File: src/rtl/mmix_mem_bridge_if.sv
// Core-side request port and 32-bit Avalon-MM master port of the MMIX memory bridge.
// The master modport is the bridge's view; slave is the core plus memory that surround it.
interface mmix_mem_bridge_if #(
  parameter int ADDR_W = 32
);
  logic [63:0]       cpu_address;
  logic [1:0]        cpu_datasize;
  logic              cpu_read;
  logic              cpu_write;
  logic [63:0]       cpu_writedata;
  logic [63:0]       cpu_readdata;
  logic              cpu_done;

  logic [ADDR_W-1:0] av_address;
  logic [3:0]        av_byteenable;
  logic              av_read;
  logic              av_write;
  logic [31:0]       av_writedata;
  logic [31:0]       av_readdata;
  logic              av_waitrequest;
  logic              av_readdatavalid;

  modport master (
    input  cpu_address, cpu_datasize, cpu_read, cpu_write, cpu_writedata,
    output cpu_readdata, cpu_done,
    output av_address, av_byteenable, av_read, av_write, av_writedata,
    input  av_readdata, av_waitrequest, av_readdatavalid
  );

  modport slave (
    output cpu_address, cpu_datasize, cpu_read, cpu_write, cpu_writedata,
    input  cpu_readdata, cpu_done,
    input  av_address, av_byteenable, av_read, av_write, av_writedata,
    output av_readdata, av_waitrequest, av_readdatavalid
  );
endinterface

File: src/rtl/mmix_mem_bridge.sv
// Converts sized big-endian MMIX core requests into 32-bit Avalon-MM beats,
// one outstanding transaction at a time; octa accesses take two tetra beats.
//
// state | meaning
// IDLE  | waiting for cpu_read/cpu_write (write wins)
// CMD0  | first beat command on the bus, held while waitrequest
// RESP0 | waiting for first beat read data
// CMD1  | second (octa) beat command at address+4
// RESP1 | waiting for second beat read data
// DONE  | cpu_done pulse, cpu_readdata valid
module mmix_mem_bridge #(
  parameter int ADDR_W = 32
) (
  input logic              clk,
  input logic              reset,
  mmix_mem_bridge_if.master bus
);

  typedef enum logic [2:0] {IDLE, CMD0, RESP0, CMD1, RESP1, DONE} state_t;

  state_t            state;
  logic              is_write;
  logic [1:0]        size_q;
  logic [1:0]        off_q;
  logic [31:0]       wd_lo_q;
  logic [31:0]       rd_hi_q;

  logic [ADDR_W-1:0] av_address;
  logic [3:0]        av_byteenable;
  logic              av_read;
  logic              av_write;
  logic [31:0]       av_writedata;
  logic [63:0]       cpu_readdata;
  logic              cpu_done;

  logic [ADDR_W-1:0] req_base;

  function automatic logic [ADDR_W-1:0] align_addr(input logic [ADDR_W-1:0] a,
                                                    input logic [1:0] sz);
    logic [ADDR_W-1:0] base;
    base = a;
    case (sz)
      2'd0:    base = a;
      2'd1:    base[0] = 1'b0;
      2'd2:    base[1:0] = 2'b00;
      default: base[2:0] = 3'b000;
    endcase
    return base;
  endfunction

  function automatic logic [3:0] lane_enable(input logic [1:0] sz, input logic [1:0] off);
    case (sz)
      2'd0:    return 4'b1000 >> off;
      2'd1:    return off[1] ? 4'b0011 : 4'b1100;
      default: return 4'b1111;
    endcase
  endfunction

  function automatic logic [31:0] lane_data(input logic [1:0] sz, input logic [63:0] wd);
    case (sz)
      2'd0:    return {4{wd[7:0]}};
      2'd1:    return {2{wd[15:0]}};
      2'd2:    return wd[31:0];
      default: return wd[63:32];
    endcase
  endfunction

  // Big-endian lanes: byte offset k lives in bits [31-8k -: 8].
  function automatic logic [63:0] extract(input logic [1:0] sz, input logic [1:0] off,
                                          input logic [31:0] rd);
    case (sz)
      2'd0: begin
        case (off)
          2'd0:    return {56'd0, rd[31:24]};
          2'd1:    return {56'd0, rd[23:16]};
          2'd2:    return {56'd0, rd[15:8]};
          default: return {56'd0, rd[7:0]};
        endcase
      end
      2'd1:    return {48'd0, (off[1] ? rd[15:0] : rd[31:16])};
      default: return {32'd0, rd};
    endcase
  endfunction

  assign req_base = align_addr(bus.cpu_address[ADDR_W-1:0], bus.cpu_datasize);

  always_ff @(posedge clk) begin
    if (reset) begin
      state         <= IDLE;
      is_write      <= 1'b0;
      size_q        <= 2'd0;
      off_q         <= 2'd0;
      wd_lo_q       <= '0;
      rd_hi_q       <= '0;
      av_address    <= '0;
      av_byteenable <= 4'd0;
      av_read       <= 1'b0;
      av_write      <= 1'b0;
      av_writedata  <= '0;
      cpu_readdata  <= '0;
      cpu_done      <= 1'b0;
    end else begin
      cpu_done <= 1'b0;
      case (state)
        IDLE: begin
          if (bus.cpu_write || bus.cpu_read) begin
            is_write      <= bus.cpu_write;
            size_q        <= bus.cpu_datasize;
            off_q         <= req_base[1:0];
            wd_lo_q       <= bus.cpu_writedata[31:0];
            av_address    <= {req_base[ADDR_W-1:2], 2'b00};
            av_byteenable <= lane_enable(bus.cpu_datasize, req_base[1:0]);
            av_writedata  <= lane_data(bus.cpu_datasize, bus.cpu_writedata);
            av_write      <= bus.cpu_write;
            av_read       <= ~bus.cpu_write;
            state         <= CMD0;
          end
        end
        CMD0: begin
          if (!bus.av_waitrequest) begin
            if (is_write) begin
              if (size_q == 2'd3) begin
                av_address   <= av_address + ADDR_W'(4);
                av_writedata <= wd_lo_q;
                state        <= CMD1;
              end else begin
                av_write <= 1'b0;
                cpu_done <= 1'b1;
                state    <= DONE;
              end
            end else begin
              av_read <= 1'b0;
              state   <= RESP0;
            end
          end
        end
        RESP0: begin
          if (bus.av_readdatavalid) begin
            if (size_q == 2'd3) begin
              rd_hi_q    <= bus.av_readdata;
              av_address <= av_address + ADDR_W'(4);
              av_read    <= 1'b1;
              state      <= CMD1;
            end else begin
              cpu_readdata <= extract(size_q, off_q, bus.av_readdata);
              cpu_done     <= 1'b1;
              state        <= DONE;
            end
          end
        end
        CMD1: begin
          if (!bus.av_waitrequest) begin
            if (is_write) begin
              av_write <= 1'b0;
              cpu_done <= 1'b1;
              state    <= DONE;
            end else begin
              av_read <= 1'b0;
              state   <= RESP1;
            end
          end
        end
        RESP1: begin
          if (bus.av_readdatavalid) begin
            cpu_readdata <= {rd_hi_q, bus.av_readdata};
            cpu_done     <= 1'b1;
            state        <= DONE;
          end
        end
        DONE:    state <= IDLE;
        default: state <= IDLE;
      endcase
    end
  end

  assign bus.av_address    = av_address;
  assign bus.av_byteenable = av_byteenable;
  assign bus.av_read       = av_read;
  assign bus.av_write      = av_write;
  assign bus.av_writedata  = av_writedata;
  assign bus.cpu_readdata  = cpu_readdata;
  assign bus.cpu_done      = cpu_done;

endmodule

File: src/flat_wrapper.sv
// flat-port wrapper written by rule: the top's interface ports become plain ports
module mmix_mem_bridge_flat 
#(
  parameter int ADDR_W = 32
)
  (clk, reset, bus_cpu_address, bus_cpu_datasize, bus_cpu_read, bus_cpu_write, bus_cpu_writedata, bus_cpu_readdata, bus_cpu_done, bus_av_address, bus_av_byteenable, bus_av_read, bus_av_write, bus_av_writedata, bus_av_readdata, bus_av_waitrequest, bus_av_readdatavalid);
  mmix_mem_bridge_if #(.ADDR_W(ADDR_W)) bus_i ();
  input logic clk;
  input logic reset;
  input wire logic [$bits(bus_i.cpu_address)-1:0] bus_cpu_address;
  input wire logic [$bits(bus_i.cpu_datasize)-1:0] bus_cpu_datasize;
  input wire logic [$bits(bus_i.cpu_read)-1:0] bus_cpu_read;
  input wire logic [$bits(bus_i.cpu_write)-1:0] bus_cpu_write;
  input wire logic [$bits(bus_i.cpu_writedata)-1:0] bus_cpu_writedata;
  output wire logic [$bits(bus_i.cpu_readdata)-1:0] bus_cpu_readdata;
  output wire logic [$bits(bus_i.cpu_done)-1:0] bus_cpu_done;
  output wire logic [$bits(bus_i.av_address)-1:0] bus_av_address;
  output wire logic [$bits(bus_i.av_byteenable)-1:0] bus_av_byteenable;
  output wire logic [$bits(bus_i.av_read)-1:0] bus_av_read;
  output wire logic [$bits(bus_i.av_write)-1:0] bus_av_write;
  output wire logic [$bits(bus_i.av_writedata)-1:0] bus_av_writedata;
  input wire logic [$bits(bus_i.av_readdata)-1:0] bus_av_readdata;
  input wire logic [$bits(bus_i.av_waitrequest)-1:0] bus_av_waitrequest;
  input wire logic [$bits(bus_i.av_readdatavalid)-1:0] bus_av_readdatavalid;
  assign bus_i.cpu_address = bus_cpu_address;
  assign bus_i.cpu_datasize = bus_cpu_datasize;
  assign bus_i.cpu_read = bus_cpu_read;
  assign bus_i.cpu_write = bus_cpu_write;
  assign bus_i.cpu_writedata = bus_cpu_writedata;
  assign bus_cpu_readdata = bus_i.cpu_readdata;
  assign bus_cpu_done = bus_i.cpu_done;
  assign bus_av_address = bus_i.av_address;
  assign bus_av_byteenable = bus_i.av_byteenable;
  assign bus_av_read = bus_i.av_read;
  assign bus_av_write = bus_i.av_write;
  assign bus_av_writedata = bus_i.av_writedata;
  assign bus_i.av_readdata = bus_av_readdata;
  assign bus_i.av_waitrequest = bus_av_waitrequest;
  assign bus_i.av_readdatavalid = bus_av_readdatavalid;
  mmix_mem_bridge #(.ADDR_W(ADDR_W)) u_core (.clk(clk), .reset(reset), .bus(bus_i));
endmodule
File: config.mk
export PLATFORM = sky130hd
export DESIGN_NAME = mmix_mem_bridge_flat
export DESIGN_NICKNAME = d
export VERILOG_FILES = /design/src/rtl/mmix_mem_bridge_if.sv /design/src/rtl/mmix_mem_bridge.sv /design/src/flat_wrapper.sv
export SDC_FILE = /design/constraint.sdc
export NUM_CORES = 1
export LEC_CHECK = 0
export CAP_MARGIN = 20
export CORE_MARGIN = 3
export CORE_UTILIZATION = 47
export DETAILED_ROUTE_END_ITERATION = 8
export GPL_TIMING_DRIVEN = 0
export PLACE_DENSITY = 0.9
export SLEW_MARGIN = 20
export SYNTH_ARGS = -nofsm -noshare
export SYNTH_HDL_FRONTEND = slang
export SYNTH_SLANG_ARGS = --single-unit
File: constraint.sdc
create_clock -name clk -period 2.2 [get_ports clk]
set_input_delay 0.22 -clock clk [delete_from_list [all_inputs] [get_ports clk]]
set_output_delay 0.22 -clock clk [all_outputs]
set_load 0.005 [all_outputs]
==> results_tabular.tex, run 1 <==
\begin{tabular}{lr}
\hline
Metric & Value \\
\hline
\multicolumn{2}{l}{\textbf{Floorplan}} \\
Area of the core region & 19700 µm² \\
Starting utilization of the core area & 48.6\% \\
Number of core rows & 51 \\
Count of pins on the block boundary & 303 \\
Die Footprint & 22100 µm² \\
Width of the die & 149 µm \\
Overall die height & 149 µm \\
\multicolumn{2}{l}{\textbf{Placement}} \\
PortBufs & 266 \\
Placer congestion estimate & 0.987 \\
Dpl hpwl & 26.2 mm \\
Placed cell count & 1764 \\
Post-detailed-placement cell area & 12600 µm² \\
\multicolumn{2}{l}{\textbf{Layout}} \\
Post-route cell area & 13500 µm² \\
Layout-stage area growth over the synthesis result & 40.4\% \\
Most frequent standard cell in the layout excluding fill and tap cells & sky130\_fd\_sc\_hd\_\_clkdlybuf4s50\_1 \\
Final \#Nets & 1690 \\
Filler cell count in the final layout & 1541 \\
Area occupied by multi-input gates & 5030 µm² \\
Post-layout util & 68.2\% \\
Leading cell types in the layout, fill and taps excluded & sky130\_fd\_sc\_hd\_\_clkdlybuf4s50\_1, sky130\_fd\_sc\_hd\_\_nand2\_1, sky130\_fd\_sc\_hd\_\_dfxtp\_1, sky130\_fd\_sc\_hd\_\_a21oi\_1, sky130\_fd\_sc\_hd\_\_nor2\_1 \\
Share of final-layout standard cells stronger than drive strength 1 & 7.44\% \\
Area used by sequential logic in the layout & 4100 µm² \\
Post-Layout Cell Count & 1800 \\
\multicolumn{2}{l}{\textbf{Global routing}} \\
Combined global-route utilization of all metal layers & 30.7\% \\
Vias in the first global route & 10.1k \\
Leftover overflow at the end of global routing & 0 \\
Maximum number of pins on one net before global-route repair & 14 \\
Wire length of the first global-routing pass & 54.8 mm \\
Number of antenna violations at the first check in global routing & 2 \\
\multicolumn{2}{l}{\textbf{Power}} \\
Sw Share & 31.7\% \\
Leak pwr & 4.84 nW \\
Internal power component & 0.00788 W \\
Share of power burned in registers & 38.4\% \\
Combinational power share & 28.5\% \\
Total power density per cell area & 857 nW/µm² \\
Clk network pwr share & 33.1\% \\
Sw power & 0.00365 W \\
VDD IR max & 0.000621 V \\
\multicolumn{2}{l}{\textbf{Setup path}} \\
Critical Path Start Type & flop \\
Launch instance of the worst register-to-register path & u\_core.state[0] \\
Crit Path Class & flop to flop \\
Kind of capture point of the worst setup path & flop \\
Crit path from & u\_core.state[0] \\
Max FO, Critical Path & 10 \\
Data arrival at the endpoint of the critical path & 2580 ps \\
CP Data Required Time & 2640 ps \\
\multicolumn{2}{l}{\textbf{Synthesis}} \\
Commonest register cell after synthesis & sky130\_fd\_sc\_hd\_\_dfxtp\_1 \\
Warnings from Yosys & 0 \\
Post-synth ARST share & 0\% \\
Number of synthesized flops with an enable pin & 0 \\
Number of synthesized register bits & 205 \\
Post-Syn Area per Cell & 7.78 µm² \\
Synthesized instance count & 1232 \\
Cell variety after synth & 64 \\
Share of the yosys chip area belonging to registers & 42.8\% \\
Syn Std Cell Area & 9580 µm² \\
\multicolumn{2}{l}{\textbf{Routing}} \\
Met2 Wirelength & 16.4 mm \\
Vias per Instance & 5.94 \\
Wire length on met3 & 3.77 mm \\
Routed via count & 10.7k \\
1st-iter DRT viols & 1054 \\
Post-route ant nets & 0 \\
Per-cell routed wire length & 19.7 µm \\
DRC violation count after routing & 0 \\
Top routing layer used & met4 \\
Detailed-router iteration count before antenna repair & 9 \\
Overall routed net length & 35.4 mm \\
Detailed-route wire length on metal 1 & 13.9 mm \\
\multicolumn{2}{l}{\textbf{Timing}} \\
Final number of setup-violating endpoints & 0 \\
Top achievable clock speed & 467 MHz \\
Hold Worst Slack & 103 ps \\
Setup repair after global routing missed its margin & true \\
Post-layout minimum cycle time & 2140 ps \\
Rel. slew slack & 49.3\% \\
Worst setup skew after layout & 10.2 ps \\
Fin. Hold Viols & 0 \\
Post-route fraction of the period consumed by the critical path & 97.4\% \\
Measured slew at the worst slew-check pin & 761 ps \\
Final Max Tran Viols & 0 \\
\multicolumn{2}{l}{\textbf{Status}} \\
Outcome & finished, final reports clean \\
\multicolumn{2}{l}{\textbf{Min path}} \\
Hold Path Origin & reset \\
Type of the most critical hold path & input pin to flop \\
\multicolumn{2}{l}{\textbf{CTS}} \\
H-tree depth reported by CTS & 1 \\
Clk\_lat worst skew & 510 ps \\
Maximum clock insertion buffer count & 3 \\
Clock slew at reported path FFs & 60 ps \\
Sinks on Clock Net & 205 \\
Post-cts hold buffer count & 0 \\
CTS buffer count & 22 \\
Clock tree root buffer cell & sky130\_fd\_sc\_hd\_\_clkbuf\_16 \\
Clock tree from TritonCTS & yes \\
\multicolumn{2}{l}{\textbf{Run}} \\
Max-cap violations & 0 \\
\hline
\end{tabular}
[kinds of logic (layout without fill, tap and decap cells)]
kind of cell / after synthesis / in the layout / share of synthesized area, %
DFF: 205 / 205 / 42.8
AOI/OAI and AO/OA: 352 / 352 / 23.9
muxes: 32 / 32 / 3.34
xor gates and xnor gates: 1 / 1 / 0.0914
adders and majority gates: 1 / 1 / 0.131
other: 1 / 4 / 0.0391
and+or+nand+nor: 514 / 514 / 24.0
buffers and inverters: 126 / 426 / 5.68
[area by class of cell]
cell class / count / share of cell area, %
Inverter: 11 / 0.307
Tap cell: 265 / 2.46
Buffer: 112 / 3.90
Clock buffer: 31 / 4.95
Clock inverter: 5 / 0.577
Timing Repair Buffer: 267 / 19.8
Antenna cell: 2 / 0.0372
Sequential cell: 205 / 30.5
Multi-Input combinational cell: 902 / 37.4
[worst paths after layout]
kind,endpoint,slack (ps),cells past startpoint
worst max register to register,u_core.bus.av_writedata[6],60,7
worst min-delay path,u_core.bus.av_address[21],100,4
worst min register to register,u_core.bus.cpu_readdata[17],450,2
worst max-delay path,u_core.bus.av_writedata[6],60,7
[sequential cells by signal, summed over array words and instances (netlist names)]
name,cells
u_core.bus.av_address,30
u_core.bus.av_byteenable,4
u_core.bus.av_read,1
u_core.bus.av_write,1
u_core.bus.av_writedata,32
u_core.bus.cpu_done,1
u_core.bus.cpu_readdata,64
u_core.is_write,1
u_core.off_q,2
u_core.rd_hi_q,32
u_core.size_q,2
u_core.state,3
u_core.wd_lo_q,32
[critical path, cell delays in order, from the launching register on]
cell                        delay, ps
sky130_fd_sc_hd__dfxtp_1          390
sky130_fd_sc_hd__clkbuf_4         230
sky130_fd_sc_hd__and3b_1          210
sky130_fd_sc_hd__a2bb2oi_1        100
sky130_fd_sc_hd__nor3_2           370
sky130_fd_sc_hd__clkbuf_1         460
sky130_fd_sc_hd__o211ai_1         150
sky130_fd_sc_hd__a21oi_1          150
[through the flow]
step | setup slack, ps | setup TNS [ps] | total power (W)
5_1_grt | -25.2 | -48.6 | 0.0120
6_report | 57.1 | 0 | 0.0115
3_5_place_dp | -346 | -22390 | 0.00762
2_1_floorplan | 283 | 0 | 0.00613
4_1_cts | -13.9 | -18.2 | 0.0114
3_3_place_gp | -283 | -16320 | 0.00756
[per-layer routing]
layer  vias to the layer above  global-route usage [%]
met3                        98                    7.20
li1                       4962                       -
met2                       642                    48.9
met5                         -                       0
met1                      4990                    40.4
met4                         0                    12.3
[power by group through the flow]
| stage | logic, W | registers, W | clock network, W |
|---|---|---|---|
| finish | 0.00329 | 0.00443 | 0.00382 |
| global route | 0.00357 | 0.00447 | 0.00398 |
| CTS | 0.00318 | 0.00441 | 0.00384 |
| detailed placement | 0.00315 | 0.00448 | 0 |
| global placement | 0.00309 | 0.00447 | 0 |
| floorplan | 0.00171 | 0.00442 | 0 |
[what timing repair did]
| item | CTS | global route |
|---|---|---|
| pin swaps | 0 | 1 |
| gates resized for setup | 12 | 44 |
| endpoints found under the setup margin | 110 | 104 |
| setup buffers | 0 | 1 |
[cells in the mapped netlist (3+ instances only)]
cell type | instances | share of area, %
sky130_fd_sc_hd__and4_1 | 4 | 0.37
sky130_fd_sc_hd__a21oi_1 | 136 | 7.1
sky130_fd_sc_hd__nor2_1 | 118 | 4.6
sky130_fd_sc_hd__nand3_1 | 46 | 2.4
sky130_fd_sc_hd__nand2_1 | 220 | 8.6
sky130_fd_sc_hd__nand4_1 | 12 | 0.78
sky130_fd_sc_hd__dfxtp_1 | 205 | 43
sky130_fd_sc_hd__nand2b_1 | 5 | 0.33
sky130_fd_sc_hd__a22o_1 | 8 | 0.73
sky130_fd_sc_hd__nor2b_1 | 12 | 0.78
sky130_fd_sc_hd__mux2i_1 | 32 | 3.3
sky130_fd_sc_hd__or2_2 | 4 | 0.26
sky130_fd_sc_hd__buf_6 | 4 | 0.47
sky130_fd_sc_hd__a311oi_1 | 9 | 0.82
sky130_fd_sc_hd__or4_1 | 3 | 0.24
sky130_fd_sc_hd__a22oi_1 | 34 | 2.7
sky130_fd_sc_hd__a221oi_1 | 13 | 1.2
sky130_fd_sc_hd__o21ai_0 | 41 | 2.1
sky130_fd_sc_hd__a211o_1 | 10 | 0.91
sky130_fd_sc_hd__o31ai_1 | 3 | 0.24
sky130_fd_sc_hd__a21o_1 | 5 | 0.39
sky130_fd_sc_hd__clkbuf_1 | 79 | 3.1
sky130_fd_sc_hd__o32ai_1 | 6 | 0.55
sky130_fd_sc_hd__and3_1 | 5 | 0.33
sky130_fd_sc_hd__o31a_1 | 6 | 0.55
sky130_fd_sc_hd__nor3_1 | 50 | 2.6
sky130_fd_sc_hd__inv_1 | 11 | 0.43
sky130_fd_sc_hd__and2_1 | 7 | 0.46
sky130_fd_sc_hd__nor4_1 | 9 | 0.59
sky130_fd_sc_hd__buf_2 | 22 | 1.1
sky130_fd_sc_hd__o211ai_1 | 8 | 0.63
sky130_fd_sc_hd__o21a_1 | 4 | 0.31
sky130_fd_sc_hd__or3_1 | 7 | 0.46
sky130_fd_sc_hd__a211oi_1 | 50 | 3.9
sky130_fd_sc_hd__buf_1 | 7 | 0.27
Power figures use the tool's default switching activity.
==> inputs of run 2 (changes only) <==
CORE_MARGIN = 1   (was 3)
==> run 2 against run 1 <==
Worst hold slack worse by 45 ps; first-iteration DRC count is 7.7% lower; global-route usage is 2.1 points higher; critical path depth stayed put; setup slack better by 12 ps; clock power rose by 2%; core utilization is 0.10 points higher; final cell count increased by 0.22%; critical endpoint unchanged; largest power group unchanged.
==> results_tabular.tex, run 2 (synthesized netlist as in run 1, its figures left out) <==
\begin{tabular}{lr}
\hline
Metric & Value \\
\hline
\multicolumn{2}{l}{\textbf{Layout}} \\
Layout-stage area growth over the synthesis result & 40.6\% (was 40.4\%) \\
Most frequent standard cell in the layout excluding fill and tap cells & sky130\_fd\_sc\_hd\_\_clkdlybuf4s50\_1 (unchanged) \\
Post-layout util & 68.3\% (was 68.2\%) \\
Register bank with the most flops & u\_core.bus.cpu\_readdata (unchanged) \\
Post-route cell area & 13500 µm² (about the same) \\
Number of flip-flops in the largest register & 64 (unchanged) \\
Final \#Nets & 1691 (was 1690) \\
Filler cell count in the final layout & 1557 (was 1541) \\
Share of final-layout standard cells stronger than drive strength 1 & 7.87\% (was 7.44\%) \\
Leading cell types in the layout, fill and taps excluded & sky130\_fd\_sc\_hd\_\_clkdlybuf4s50\_1, sky130\_fd\_sc\_hd\_\_nand2\_1, sky130\_fd\_sc\_hd\_\_dfxtp\_1, sky130\_fd\_sc\_hd\_\_a21oi\_1, sky130\_fd\_sc\_hd\_\_nor2\_1 (unchanged) \\
\multicolumn{2}{l}{\textbf{Setup path}} \\
Crit Path Class & flop to flop (unchanged) \\
CP Data Required Time & 2640 ps (about the same) \\
Cell count of the worst reg-to-reg path & 7 (unchanged) \\
Critical Path Start Type & flop (unchanged) \\
Data arrival at the endpoint of the critical path & 2570 ps (was 2580 ps) \\
Worst-case register-to-register setup slack & 70 ps (was 60 ps) \\
Launch instance of the worst register-to-register path & u\_core.state[0] (unchanged) \\
Max FO, Critical Path & 10 (unchanged) \\
Crit path from & u\_core.state[0] (unchanged) \\
End of the worst register-to-register path & u\_core.bus.av\_writedata[6] (unchanged) \\
Kind of capture point of the worst setup path & flop (unchanged) \\
\multicolumn{2}{l}{\textbf{Routing}} \\
Detailed-router iteration count before antenna repair & 7 (was 9) \\
Vias per Instance & 5.92 (was 5.94) \\
Post-route ant nets & 0 (unchanged) \\
Overall routed net length & 35.0 mm (was 35.4 mm) \\
DRC violation count after routing & 0 (unchanged) \\
Per-cell routed wire length & 19.4 µm (was 19.7 µm) \\
1st-iter DRT viols & 973 (was 1054) \\
Routed via count & 10.7k (about the same) \\
\multicolumn{2}{l}{\textbf{Timing}} \\
Post-layout minimum cycle time & 2130 ps (was 2140 ps) \\
Post-route fraction of the period consumed by the critical path & 96.9\% (was 97.4\%) \\
Setup repair after global routing missed its margin & true (unchanged) \\
Final number of setup-violating endpoints & 0 (unchanged) \\
Worst setup skew after layout & 9.71 ps (was 10.2 ps) \\
Top achievable clock speed & 469 MHz (was 467 MHz) \\
Rel. slew slack & 47.8\% (was 49.3\%) \\
Setup Total Neg Slack & 0 ps (unchanged) \\
Final worst setup slack & 68.8 ps (was 57.1 ps) \\
Final Max Tran Viols & 0 (unchanged) \\
Measured slew at the worst slew-check pin & 784 ps (was 761 ps) \\
Fin. Hold Viols & 0 (unchanged) \\
\multicolumn{2}{l}{\textbf{Floorplan}} \\
Number of core rows & 51 (unchanged) \\
Overall die height & 145 µm (was 149 µm) \\
Starting utilization of the core area & 48.6\% (unchanged) \\
Die Footprint & 21000 µm² (was 22100 µm²) \\
Width of the die & 145 µm (was 149 µm) \\
Area of the core region & 19700 µm² (unchanged) \\
Count of pins on the block boundary & 303 (unchanged) \\
\multicolumn{2}{l}{\textbf{Placement}} \\
PortBufs & 266 (unchanged) \\
Placer congestion estimate & 0.963 (was 0.987) \\
Post-detailed-placement cell area & 12600 µm² (unchanged) \\
Place WS & -318 ps (was -346 ps) \\
Dpl hpwl & 25.9 mm (was 26.2 mm) \\
\multicolumn{2}{l}{\textbf{Power}} \\
Total power density per cell area & 861 nW/µm² (was 857 nW/µm²) \\
PnR Total Power & 0.0116 W (was 0.0115 W) \\
VDD IR max & 0.000601 V (was 0.000621 V) \\
Share of power burned in registers & 38.1\% (was 38.4\%) \\
Sw power & 0.00371 W (was 0.00365 W) \\
Internal power component & 0.00788 W (about the same) \\
Leak pwr & 4.86 nW (was 4.84 nW) \\
Clk network pwr share & 33.6\% (was 33.1\%) \\
Sw Share & 32.0\% (was 31.7\%) \\
Combinational power share & 28.3\% (was 28.5\%) \\
\multicolumn{2}{l}{\textbf{Run}} \\
Max-cap violations & 0 (unchanged) \\
\multicolumn{2}{l}{\textbf{Global routing}} \\
Leftover overflow at the end of global routing & 0 (unchanged) \\
Number of antenna violations at the first check in global routing & 2 (unchanged) \\
Vias in the first global route & 10.1k (about the same) \\
Combined global-route utilization of all metal layers & 32.8\% (was 30.7\%) \\
Wire length of the first global-routing pass & 53.4 mm (was 54.8 mm) \\
Maximum number of pins on one net before global-route repair & 14 (unchanged) \\
\multicolumn{2}{l}{\textbf{CTS}} \\
Clock slew at reported path FFs & 70 ps (was 60 ps) \\
Clock tree root buffer cell & sky130\_fd\_sc\_hd\_\_clkbuf\_16 (unchanged) \\
Post-cts hold buffer count & 0 (unchanged) \\
H-tree depth reported by CTS & 1 (unchanged) \\
Sinks on Clock Net & 205 (unchanged) \\
Clock tree from TritonCTS & yes (unchanged) \\
Maximum clock insertion buffer count & 3 (unchanged) \\
CTS buffer count & 22 (unchanged) \\
Clk\_lat worst skew & 510 ps (about the same) \\
\multicolumn{2}{l}{\textbf{Min path}} \\
Type of the most critical hold path & input pin to flop (unchanged) \\
Terminating pin of the worst hold path & u\_core.bus.av\_address[21] (unchanged) \\
Hold Path Origin & reset (unchanged) \\
Hold Crit Depth & 4 (unchanged) \\
\multicolumn{2}{l}{\textbf{Status}} \\
Outcome & finished, final reports clean (unchanged) \\
\hline
\end{tabular}
[run 2: changes by cell type in the layout (fill, tap and decap cells not counted), sizes merged]
cell / previous run / this run
buf: 34 / 33
diode: 2 / 1
clkinv: 2 / 3
clkbuf: 109 / 113
clkinvlp: 1 / 2
[run 2: stage by stage]
stage                     hold WS [ps]  std cells
after floorplan                    356       1233
after global placement             442       1764
after detailed placement           444       1764
after CTS                         52.4       1804
after global routing              66.8       1804
final                             58.4       1804
[run 2: layer usage]
layer / track usage [%] / part of all wire (%)
met5: 0 / 0
met4: 14.3 / 4.1
met3: 6.75 / 9.8
met2: 53.2 / 46
met1: 41.9 / 40
[run 2: cell type report]
class,count,area (µm²),share of cell area (%)
Sequential cell,205,4110,30.5
Clock buffer,33,663,4.92
Antenna cell,1,2.50,0.0186
Inverter,11,41.3,0.306
Multi-Input combinational cell,902,5040,37.4
Tap cell,265,332,2.46
Buffer,113,531,3.94
Clock inverter,7,90.1,0.669
Timing Repair Buffer,267,2670,19.8
[run 2: worst max path at each step]
stage                                   to  slack [ps]  cells past startpoint
2_1_floorplan    u_core.bus.av_address[31]         280                      6
3_3_place_gp    u_core.bus.av_writedata[6]        -290                      7
3_5_place_dp    u_core.bus.av_writedata[6]        -320                      7
4_1_cts        u_core.bus.av_writedata[19]           5                      8
5_1_grt        u_core.bus.cpu_readdata[26]         -70                      7
6_report        u_core.bus.av_writedata[6]          70                      7
[run 2: timing repair]
item                       4_1_cts  5_1_grt
pin swaps                        1        1
setup endpoints to repair      119      103
setup buffers                    0        1
gates resized for setup          9       56
[run 2: power groups by stage]
stage          registers [W]  clock network [W]  logic [W]
2_1_floorplan        0.00442                  0    0.00171
3_3_place_gp         0.00446                  0    0.00309
3_5_place_dp         0.00447                  0    0.00313
4_1_cts              0.00440            0.00388    0.00317
5_1_grt              0.00445            0.00403    0.00355
6_report             0.00442            0.00390    0.00328
[run 2: critical path, cell delays in order, from the launching register on]
cell and delay, ps:
sky130_fd_sc_hd__dfxtp_1 350, sky130_fd_sc_hd__clkbuf_4 210, sky130_fd_sc_hd__and3b_1 220, sky130_fd_sc_hd__a2bb2oi_1 100, sky130_fd_sc_hd__nor3_2 380, sky130_fd_sc_hd__clkbuf_1 470
sky130_fd_sc_hd__o211ai_1 180, sky130_fd_sc_hd__a21oi_1 150
==> inputs of run 3 (changes only) <==
--- a/config.mk
+++ b/config.mk
@@ -8,8 +8,8 @@
 export CAP_MARGIN = 20
 export CORE_MARGIN = 1
-export CORE_UTILIZATION = 47
+export CORE_UTILIZATION = 25
 export DETAILED_ROUTE_END_ITERATION = 8
 export GPL_TIMING_DRIVEN = 0
-export PLACE_DENSITY = 0.9
+export PLACE_DENSITY = 0.57
 export SLEW_MARGIN = 20
 export SYNTH_ARGS = -nofsm -noshare
==> constraint.sdc (replaced) <==
create_clock -name clk -period 2.2 [get_ports clk]
set_input_delay 0.22 -clock clk [delete_from_list [all_inputs] [get_ports clk]]
set_output_delay 0.22 -clock clk [all_outputs]
set_load 0.05 [all_outputs]
==> run 3 against run 2 <==
Clock power increased by 9.5%; critical path type unchanged; combinational power grew 30%; largest cell class unchanged; die area rose by 87%; clock skew grew 4.0 ps; register-to-register slack improved by 20 ps; count of clock-buffer cells in the layout unchanged; final cell count rose by 14%; setup slack gained 20 ps.
==> results_tabular.tex, run 3 (synthesized netlist as in run 1, its figures left out) <==
\begin{tabular}{lr}
\hline
Metric & Value \\
\hline
\multicolumn{2}{l}{\textbf{Status}} \\
Outcome & finished, final reports clean (unchanged) \\
\multicolumn{2}{l}{\textbf{Setup path}} \\
Max FO, Critical Path & 10 (unchanged) \\
CP Data Required Time & 2620 ps (was 2640 ps) \\
Crit Path Class & flop to flop (unchanged) \\
Critical Path, Cell by Cell & buf\_4, nor3\_2, nor2b\_4, a21o\_1, buf\_2, clkbuf\_4, a21oi\_1, a211oi\_1 (was clkbuf\_4, and3b\_1, a2bb2oi\_1, nor3\_2, clkbuf\_1, o211ai\_1, a21oi\_1) \\
Data arrival at the endpoint of the critical path & 2530 ps (was 2570 ps) \\
Critical Path Start Type & flop (unchanged) \\
Biggest cell delay along the critical path & 330 ps (was 470 ps) \\
Worst-case register-to-register setup slack & 90 ps (was 70 ps) \\
Kind of capture point of the worst setup path & flop (unchanged) \\
Standard cell with the maximum stage delay on the critical path & sky130\_fd\_sc\_hd\_\_dfxtp\_1 (was sky130\_fd\_sc\_hd\_\_clkbuf\_1) \\
Cell count of the worst reg-to-reg path & 8 (was 7) \\
\multicolumn{2}{l}{\textbf{Global routing}} \\
Maximum number of pins on one net before global-route repair & 13 (was 14) \\
Number of antenna violations at the first check in global routing & 2 (unchanged) \\
Wire length of the first global-routing pass & 58.8 mm (was 53.4 mm) \\
Combined global-route utilization of all metal layers & 19.5\% (was 32.8\%) \\
Vias in the first global route & 9854 (was 10.1k) \\
Leftover overflow at the end of global routing & 0 (unchanged) \\
\multicolumn{2}{l}{\textbf{Layout}} \\
Most frequent standard cell in the layout excluding fill and tap cells & sky130\_fd\_sc\_hd\_\_clkdlybuf4s50\_1 (unchanged) \\
Post-route cell area & 13900 µm² (was 13500 µm²) \\
Filler cell count in the final layout & 3981 (was 1557) \\
Area used by sequential logic in the layout & 4110 µm² (about the same) \\
Leading cell types in the layout, fill and taps excluded & sky130\_fd\_sc\_hd\_\_clkdlybuf4s50\_1, sky130\_fd\_sc\_hd\_\_nand2\_1, sky130\_fd\_sc\_hd\_\_dfxtp\_1, sky130\_fd\_sc\_hd\_\_a21oi\_1, sky130\_fd\_sc\_hd\_\_nor2\_1 (unchanged) \\
Number of flip-flops in the largest register & 64 (unchanged) \\
Layout-stage area growth over the synthesis result & 45.1\% (was 40.6\%) \\
Final \#Nets & 1694 (was 1691) \\
Area occupied by multi-input gates & 5050 µm² (was 5040 µm²) \\
Share of final-layout standard cells stronger than drive strength 1 & 8.55\% (was 7.87\%) \\
Post-layout util & 36.9\% (was 68.3\%) \\
Register bank with the most flops & u\_core.bus.cpu\_readdata (unchanged) \\
\multicolumn{2}{l}{\textbf{Floorplan}} \\
Width of the die & 198 µm (was 145 µm) \\
Starting utilization of the core area & 25.4\% (was 48.6\%) \\
Die Footprint & 39100 µm² (was 21000 µm²) \\
Number of core rows & 71 (was 51) \\
Count of pins on the block boundary & 303 (unchanged) \\
Area of the core region & 37700 µm² (was 19700 µm²) \\
Overall die height & 198 µm (was 145 µm) \\
\multicolumn{2}{l}{\textbf{Routing}} \\
Per-cell routed wire length & 19.1 µm (was 19.4 µm) \\
Overall routed net length & 39.2 mm (was 35.0 mm) \\
Vias per Instance & 5.05 (was 5.92) \\
Routed via count & 10.4k (was 10.7k) \\
DRC violation count after routing & 0 (unchanged) \\
1st-iter DRT viols & 837 (was 973) \\
Detailed-router iteration count before antenna repair & 7 (unchanged) \\
Post-route ant nets & 0 (unchanged) \\
\multicolumn{2}{l}{\textbf{CTS}} \\
Maximum clock insertion buffer count & 3 (unchanged) \\
Clock slew at reported path FFs & 60 ps (was 70 ps) \\
Sinks on Clock Net & 205 (unchanged) \\
Clk\_lat worst skew & 520 ps (was 510 ps) \\
H-tree depth reported by CTS & 1 (unchanged) \\
Clock tree root buffer cell & sky130\_fd\_sc\_hd\_\_clkbuf\_16 (unchanged) \\
Post-cts hold buffer count & 0 (unchanged) \\
Clock tree from TritonCTS & yes (unchanged) \\
CTS buffer count & 25 (was 22) \\
\multicolumn{2}{l}{\textbf{Timing}} \\
Worst setup skew after layout & 13.7 ps (was 9.71 ps) \\
Measured slew at the worst slew-check pin & 1020 ps (was 784 ps) \\
Final number of setup-violating endpoints & 0 (unchanged) \\
Top achievable clock speed & 474 MHz (was 469 MHz) \\
Post-layout minimum cycle time & 2110 ps (was 2130 ps) \\
Rel. slew slack & 31.5\% (was 47.8\%) \\
Fin. Hold Viols & 0 (unchanged) \\
Setup repair after global routing missed its margin & true (unchanged) \\
Hold Worst Slack & 63.4 ps (was 58.4 ps) \\
Post-route fraction of the period consumed by the critical path & 96.0\% (was 96.9\%) \\
Setup Total Neg Slack & 0 ps (unchanged) \\
Final Max Tran Viols & 0 (unchanged) \\
\multicolumn{2}{l}{\textbf{Power}} \\
VDD IR max & 0.000510 V (was 0.000601 V) \\
Total power density per cell area & 932 nW/µm² (was 861 nW/µm²) \\
Leak pwr & 4.91 nW (was 4.86 nW) \\
PnR Total Power & 0.0130 W (was 0.0116 W) \\
\multicolumn{2}{l}{\textbf{Min path}} \\
Type of the most critical hold path & input pin to flop (unchanged) \\
Hold Crit Depth & 4 (unchanged) \\
\multicolumn{2}{l}{\textbf{Placement}} \\
Post-detailed-placement cell area & 12900 µm² (was 12600 µm²) \\
Dpl hpwl & 30.0 mm (was 25.9 mm) \\
PortBufs & 266 (unchanged) \\
Placer congestion estimate & 0.905 (was 0.963) \\
\multicolumn{2}{l}{\textbf{Run}} \\
Max-cap violations & 0 (unchanged) \\
\hline
\end{tabular}
run 3: changes by cell type in the layout (fill, tap and decap cells not counted), moves of 2 or more:
cell,delta
sky130_fd_sc_hd__dfxtp_1,-3
sky130_fd_sc_hd__clkbuf_2,-2
sky130_fd_sc_hd__dfxtp_2,+3
sky130_fd_sc_hd__a211oi_1,+3
sky130_fd_sc_hd__clkinv_2,+2
sky130_fd_sc_hd__a211oi_2,-2
sky130_fd_sc_hd__clkbuf_16,+2
sky130_fd_sc_hd__nor3_2,-2
sky130_fd_sc_hd__inv_6,+2
sky130_fd_sc_hd__clkbuf_1,-3
sky130_fd_sc_hd__nor3_4,+2
run 3: worst max-delay path, delay by kind of cell, from the launching register on:
family          cells  cell delay, ps
buf+inv             3             640
compound gates      3             420
flops               1             330
simple gates        2             600
run 3: what timing repair did:
item | in CTS | in global routing
gates resized for setup | 28 | 34
pin swaps | 0 | 1
endpoints found under the setup margin | 142 | 132
setup buffers | 0 | 1
run 3: through the flow:
step / cells / setup WS (ps)
2_1_floorplan: 1233 / 2.96
3_5_place_dp: 2010 / -475
3_3_place_gp: 2010 / -486
5_1_grt: 2055 / -35.5
4_1_cts: 2055 / 1.96
6_report: 2055 / 88.9
run 3: report_power, final:
group / total, W / internal, W / switching (W)
Clock: 0.00427 / 0.00261 / 0.00167
Combinational: 0.00426 / 0.00148 / 0.00277
Sequential: 0.00443 / 0.00409 / 0.000336
Total: 0.0130 / 0.00818 / 0.00478
run 3: metal layers:
metal / up-vias / GRT usage, % / wire (µm)
met4: 2 / 5.46 / 947
met1: 4887 / 26.6 / 17300
li1: 4989 / - / -
met3: 53 / 4.16 / 3190
met5: - / 0 / 13
met2: 454 / 30.9 / 17700
run 3: area by class of cell:
type / count / share of cell area [%]
Multi-Input combinational cell: 902 / 36.3
Sequential cell: 205 / 29.6
Timing Repair Buffer: 267 / 19.2
Clock buffer: 33 / 5.07
Tap cell: 511 / 4.60
Buffer: 113 / 3.86
Clock inverter: 12 / 1.07
Inverter: 11 / 0.297
Antenna cell: 1 / 0.0180
run 3: final timing paths:
path | endpoint | startpoint
worst max-delay path | u_core.bus.av_address[12] | u_core.state[0]
worst min-delay path | u_core.bus.av_address[21] | reset
worst max register to register | u_core.bus.av_address[12] | u_core.state[0]
worst min register to register | u_core.bus.cpu_readdata[18] | u_core.bus.cpu_readdata[18]
